## src/rtl/matrix_frame_receiver.sv

```systemverilog
// matrix_frame_receiver: deserialises row/col words off the 74HC164 link into 8x8 frames (clk, rst, en, srowdata, scoldata, sck -> row_word, col_word, word_valid, matdata, frame_valid, err)
module matrix_frame_receiver #(
  parameter int IDLE_TIMEOUT = 64
) (
  input  logic            clk,
  input  logic            rst,
  input  logic            en,
  input  logic            srowdata,
  input  logic            scoldata,
  input  logic            sck,
  output logic [7:0]      row_word,
  output logic [7:0]      col_word,
  output logic            word_valid,
  output logic [7:0][7:0] matdata,
  output logic            frame_valid,
  output logic            err
);
  localparam int IW = $clog2(IDLE_TIMEOUT + 1);
  logic [2:0] sck_q;
  logic [1:0] row_q, col_q;
  logic [7:0] row_sh, col_sh, mask, mask_nx, row_nx, col_nx;
  logic [2:0] cnt;
  logic [IW-1:0] idle;
  logic [7:0][7:0] stage, stage_nx;
  logic rise, onehot;
  always_comb begin
    rise = en && sck_q[1] && !sck_q[2];
    row_nx = {row_sh[6:0], row_q[1]};
    col_nx = {col_sh[6:0], col_q[1]};
    onehot = (row_nx != 8'd0) && ((row_nx & (row_nx - 8'd1)) == 8'd0);
    mask_nx = mask | row_word;
    for (int i = 0; i < 8; i++) stage_nx[i] = row_word[i] ? col_word : stage[i];
  end
  always_ff @(posedge clk or posedge rst) begin
    if (rst) begin
      sck_q <= '0;
      row_q <= '0;
      col_q <= '0;
      row_sh <= '0;
      col_sh <= '0;
      cnt <= '0;
      idle <= '0;
      mask <= '0;
      stage <= '0;
      row_word <= '0;
      col_word <= '0;
      matdata <= '0;
      word_valid <= 1'b0;
      frame_valid <= 1'b0;
      err <= 1'b0;
    end else begin
      sck_q <= {sck_q[1:0], sck};
      row_q <= {row_q[0], srowdata};
      col_q <= {col_q[0], scoldata};
      word_valid <= 1'b0;
      frame_valid <= 1'b0;
      err <= 1'b0;
      if (!en) begin
        cnt <= '0;
        idle <= '0;
        mask <= '0;
      end else begin
        if (rise) begin
          row_sh <= row_nx;
          col_sh <= col_nx;
          cnt <= cnt + 3'd1;
          idle <= '0;
          if (cnt == 3'd7) begin
            if (onehot) begin
              row_word <= row_nx;
              col_word <= col_nx;
              word_valid <= 1'b1;
            end else err <= 1'b1;
          end
        end else if (cnt != 3'd0) begin
          if (idle == IW'(IDLE_TIMEOUT - 1)) begin
            cnt <= '0;
            idle <= '0;
          end else idle <= idle + IW'(1);
        end
        // staging lags the word registers by one cycle, so the frame emerges one cycle after word_valid
        if (word_valid) begin
          stage <= stage_nx;
          if (mask_nx == 8'hFF) begin
            matdata <= stage_nx;
            frame_valid <= 1'b1;
            mask <= '0;
          end else mask <= mask_nx;
        end
      end
    end
  end
endmodule

```

## config.mk

```make
export PLATFORM = sky130hd
export DESIGN_NAME = matrix_frame_receiver
export DESIGN_NICKNAME = d
export VERILOG_FILES = /design/src/rtl/matrix_frame_receiver.sv
export SDC_FILE = /design/constraint.sdc
export NUM_CORES = 1
export LEC_CHECK = 0
export CORE_ASPECT_RATIO = 0.8
export CORE_UTILIZATION = 60
export CTS_CLUSTER_SIZE = 40
export DETAILED_ROUTE_END_ITERATION = 7
export DONT_BUFFER_PORTS = 1
export GPL_TIMING_DRIVEN = 0
export MAX_ROUTING_LAYER = met4
export PLACE_DENSITY = 0.75
export SYNTH_ARGS = -nofsm -noshare
export SYNTH_HDL_FRONTEND = slang
export SYNTH_SLANG_ARGS = --single-unit
```

## constraint.sdc

```tcl
create_clock -name clk -period 8.8 [get_ports clk]
set_input_delay 1.76 -clock clk [delete_from_list [all_inputs] [get_ports clk]]
set_output_delay 1.76 -clock clk [all_outputs]
set_load 0.05 [all_outputs]
```

Word-level counts from Yosys, hierarchy flattened
Index checks and enable logic that the tools add are counted.
W data, S select, Z words.
{ "totals": {"regBits": 186, "inputBits": 6, "out_inout_bits": 83, "elab_cells": 82} }
{ "classes": {"n_addsub": 3, "eq_ne": 6, "n_mux": 30, "bitwise_logic": 2, "reduce_logical": 12} }
{ "op_table": {"columns": ["cell", "count"], "rows": [
  ["$mux W8", 11],
  ["$mux W7", 4],
  ["$mux W3", 4],
  ["$mux W1", 11],
  ["$and A8 B8 Y8", 1],
  ["$eq A8 B8 Y1 const B", 1],
  ["$logic_not A8 Y1", 1],
  ["$or A8 B8 Y8", 1],
  ["$reduce_bool A8 Y1", 1],
  ["$sub A8 B1 Y8 const B", 1],
  ["$add A7 B1 Y7 const B", 1],
  ["$eq A7 B6 Y1 const B", 1],
  ["$ne A3 B1 Y1 const B", 2],
  ["$reduce_and A2 Y1", 3],
  ["$reduce_and A4 Y1", 1],
  ["$add A3 B1 Y3 const B", 1],
  ["$eq A3 B3 Y1 const B", 1],
  ["$logic_and A1 B1 Y1", 3],
  ["$reduce_and A3 Y1", 1],
  ["$reduce_bool A3 Y1", 1],
  ["$ne A2 B1 Y1 const B", 1],
  ["$logic_not A1 Y1", 1]
]} }

Depth between registers and ports, before layout
{ "logic_depth": {"word_depth": 8, "depth_mapped": 8, "ltp_nobuf": 7} }

Least setup slack after synthesis
No wires, ideal clock.
{ "synth_timing": {"path_type": "input-to-reg", "start": "in en", "end": "reg col_word[5]", "setup_time_ns": 0.125, "t_arrival_ns": 2.916, "t_required_ns": 8.675, "setup_slack_ns": 5.759, "path_stages": 6, "n_path_buf": 1, "path_cell_list": "inv_1 -> nor2_1 -> nand2_1 -> o21bai_4 -> buf_6 -> mux2_4"} }
{ "synth_between": {"elab_chain_cells": 3} }
{ "synth_lines": {"columns": ["element", "line", "source"], "rows": [
  ["start: declaration", "7", "input logic en,"],
  ["$logic_and A1 B1 Y1 (2 in series)", "27", "rise = en && sck_q[1] && !sck_q[2];"],
  ["$reduce_and A4 Y1 (no line) (*)", null, null],
  ["end signal: assignment", "71", "col_word <= col_nx;"],
  ["end: declaration", "12", "output logic [7:0] col_word,"]
]} }
Mark *: on every way between the ends. The rest lies on a longest branch, timed or not.
A chain may end at the register's enable or synchronous reset.

Final worst setup path
{ "layout_timing": {"start": "in en", "end": "reg matdata[56] in the netlist's numbering"} }
{ "layout_between": {"elab_chain_cells": 1} }
{ "layout_lines": {"columns": ["element", "line", "source"], "rows": [
  ["$reduce_and A3 Y1 (no line)", null, null],
  ["end signal: assignment", "85", "matdata <= stage_nx;"],
  ["end: declaration", "14", "output logic [7:0][7:0] matdata,"]
]} }
Every way passes these cells.

==> results list <==
- YS warnings: 0
* Largest driver fanout on the critical path: 10
- PnR worst setup slack: 5.744 ns
- DP HPWL: 11590 um
- The number of antenna diodes in the final layout is 0.
- Synthesis instantiated 36 different standard cells from the library.
* Clock Skews: 0.009389 ns
* Slowest Stage Delay on Critical Path: 0.38 ns
* Wire per inst: 20.65 um
* Number of buffers inserted by post-CTS setup repair: 0
- Count of antenna-violating nets left after detailed routing: 0
* Worst Hold Class: reg -> reg
- The first global-routing pass estimated 26770 um of wire.
- For this run, design rule violations remaining after detail routing come to 0.
* Maximum VDD drop: 143.1 uV
- sky130_fd_sc_hd__dfrtp_1 takes more of the synthesized area than any other cell.
- Routability-driven placement finished with a final weighted congestion of 0.8516.
- Synthesis inferred 186 register bits.
- Number of flops mapped to enable cells by yosys: 0
* Die footprint: 0.01325 mm2
- H-tree level count: 4
* Clock period minus final worst setup slack: 3.056 ns
- Via count of the first global-routing pass: 4909
- After synthesis, the largest family of logic cells by area is multiplexers.
- The endpoint identified for the worst register-to-register timing path is matdata[56]$_DFFE_PP0P_.
- After clock tree synthesis, the clock-pin slew on the worst setup and hold paths is 0.06 ns.
- The tool flagged a number of max-cap violations equal to 0.
* Layout overhead on the synthesized area: 11.46%
* Total detailed-routing wirelength: 17240 um
* Simple-gate share of the synthesized area: 0.08380
- Async set-reset flop share out of synthesis: 1.000
- Cell seen most often among critical-path stages: sky130_fd_sc_hd__buf_2
- Startpoint Class: input pin
- Starting DRC count in detailed routing: 368
- The initial antenna violation count is 0.
- Final worst path period share: 0.3472
* Mean cell area of the mapped netlist: 12.16 um2
* Most common cell after layout, fill and taps aside: sky130_fd_sc_hd__dfrtp_1
- Latest clock arrival within the worst-skew pair: 0.43 ns
* Xor/xnor cell area share of the yosys netlist: 0.004565
* Multiplexer share of the synthesized area: 0.2052
- Crit path required time: 9.13 ns
- Number of failing hold endpoints at the final stage: 0
* RSZ-0062 raised after global routing: no
- The die is 128.5 um wide.
* Number of clock buffers inserted by TritonCTS: 17
- Setup-failing EPs final: 0
- Number of fill cells in the layout: 906
- For this design, the CTS-stage hold fixing added 0 buffers.
* Setup WS pre-CTS: 5.346 ns
- Pin count of the biggest net entering global routing: 103
- TritonCTS built the clock tree.
- Core footprint: 0.01234 mm2
- The first detailed-routing pass ran for 5 iterations.
- Of the synthesized area, sequential elements account for 0.6065.
- During placement, the flow inserted port buffers numbering 0.
* Worst slew margin relative to its limit: 0.4875
- Number of placed I/O pins: 89
- Initial Util: 0.6219
- The flow ran to the end, and the final reports show no timing, DRC or antenna violations.
* Synthesized-area fraction occupied by adder cells: 0.006521
- Post-synth net total: 641
- Tightest Pin Transition: 0.7687 ns
- Walking the worst path, the cells encountered are and2_1, buf_2, nand3_1, buf_2, clkbuf_1, buf_2, nand2_1, o21ai_0.
- LEAKAGE: 0.003939 uW
- For this design the ratio of total power to cell area is 208.3 mW/mm2.
* Leading register cell type out of synthesis: sky130_fd_sc_hd__dfrtp_1
- Setup slack of the worst register-to-register path: 6.35 ns
- Highest clock frequency the design can meet: 327.3 MHz
- Number of cells produced by synthesis: 631
- The number of gates resized after CTS was 0.
- Using the TritonRoute via totals, the vias-per-cell ratio works out to 5.836.
- Layout cell share with drive strength beyond 1: 0.1822
* Startpoint of the worst register-to-register path: word_valid$_DFF_PP0_
- The mapped netlist covers 0.007675 mm2.
- Final Net Count: 661
- The most critical setup path has its endpoint at matdata[56]$_DFFE_PP0P_.
* Placement row count: 36
- Cell depth of the worst flop-to-flop path: 8
- The max-slew violation count was 0.
* Largest cells by area after synthesis: sky130_fd_sc_hd__dfrtp_1 61%, sky130_fd_sc_hd__mux2_2 10%, sky130_fd_sc_hd__mux2i_1 8.3%
* Congestion Overflow GR: 0
- Portion of synthesized cell area occupied by the leading cell type: 0.6065
- In this run the worst setup path begins at en.
- Aggregate negative setup slack: 0 ns
- Sinks on Clock Net: 186
- The fraction of the mapped netlist area in compound gates came to 0.06651.
* Maximum count of clock buffers along a single path: 2
- CTS placed an instance of sky130_fd_sc_hd__clkbuf_16 at the clock tree root.
* Via count: 4873
* Commonest cells after routing, fill and taps aside: 186 x sky130_fd_sc_hd__dfrtp_1, 121 x sky130_fd_sc_hd__nand2_1, 71 x sky130_fd_sc_hd__mux2_2, 66 x sky130_fd_sc_hd__o21ai_0, 64 x sky130_fd_sc_hd__mux2i_1
- On the critical path, the stage with the largest delay is an instance of sky130_fd_sc_hd__clkbuf_1.
- Final non-filler cell area: 0.008554 mm2
* Gr usage total: 0.2919
* Crit path arrival time: 3.38 ns
- Post-placement cell area: 0.007924 mm2
* Die height: 103.2 um
* Worst setup path class: in -> reg
- The worst setup path is captured at a flip-flop.
cells in the mapped netlist (all sizes together), types with 4 or more instances:
| master | n |
|---|---|
| dfrtp | 186 |
| nand4 | 4 |
| mux2 | 80 |
| o22ai | 5 |
| o21ai | 66 |
| a22o | 8 |
| mux2i | 64 |
| inv | 8 |
| nand4b | 4 |
| nor2 | 11 |
| clkbuf | 39 |
| nand2 | 121 |
| ha | 4 |
| xor2 | 4 |
| buf | 5 |
metal layers:
metal,vias up,GRT usage,share of wire,routed length (um)
met5,-,-,0,0
met4,0,0.1068,0.016,274
met3,23,0.08874,0.078,1338
met2,170,0.4233,0.45,7829
met1,2470,0.3901,0.45,7798
li1,2210,-,-,-
logic make-up (layout without fill, tap and decap cells):
family | count (synthesis) | after routing
AOI/OAI and AO/OA | 88 | 88
xor gates and xnor gates | 4 | 4
adders and majority gates | 4 | 4
buffers and inverters | 52 | 85
DFF | 186 | 186
muxes | 144 | 144
and+or+nand+nor | 153 | 153
worst max-delay path: cells and delay by family:
family          cells  cell delay (ns)
buf+inv             4             1.15
simple gates        3             0.34
compound gates      1             0.13
flip-flops by register name (all words and copies together), names as in the netlist:
register and flops:
cnt 3, col_q 2, col_sh 7, col_word 8, err 1, frame_valid 1, idle 7, mask 8
matdata 64, row_q 2, row_sh 7, row_word 8, sck_q 3, stage 64, word_valid 1
power by group:
group | internal, uW | switching [uW]
registers | 879 | 29.8
logic | 26.9 | 53.3
clock network | 486 | 306
total | 1390 | 389
worst min-delay path by stage:
stage,cells after the start,startpoint,end
global route,0,col_q[0]$_DFF_PP0_,col_q[1]$_DFF_PP0_
detailed placement,0,col_q[0]$_DFF_PP0_,col_q[1]$_DFF_PP0_
finish,0,row_q[0]$_DFF_PP0_,row_q[1]$_DFF_PP0_
global placement,0,sck_q[0]$_DFF_PP0_,sck_q[1]$_DFF_PP0_
floorplan,0,col_q[0]$_DFF_PP0_,col_q[1]$_DFF_PP0_
CTS,0,col_q[0]$_DFF_PP0_,col_q[1]$_DFF_PP0_
stage by stage:
| step | cells | hold slack, ns | total power (uW) | util |
|---|---|---|---|---|
| global route | 835 | 0.3663 | 1845 | 0.6931 |
| detailed placement | 803 | 0.3381 | 1004 | 0.6420 |
| global placement | 802 | 0.3338 | 995.5 | 0.6392 |
| finish | 835 | 0.3501 | 1782 | 0.6931 |
| CTS | 835 | 0.3519 | 1792 | 0.6931 |
| floorplan | 631 | 0.3312 | 979.4 | - |
cell type report:
type | count | area, um2 | share of cell area
clock inverters | 5 | 77.57 | 0.009068
plain buffers | 44 | 176.4 | 0.02062
flip-flops and latches | 186 | 4654 | 0.5441
inverters | 8 | 37.54 | 0.004388
well taps | 171 | 214.0 | 0.02501
multi-input cells | 393 | 2814 | 0.3289
clock buffers | 27 | 553.0 | 0.06465
repair buffers | 1 | 27.53 | 0.003218
No activity file was read; power rests on OpenSTA's default activity.
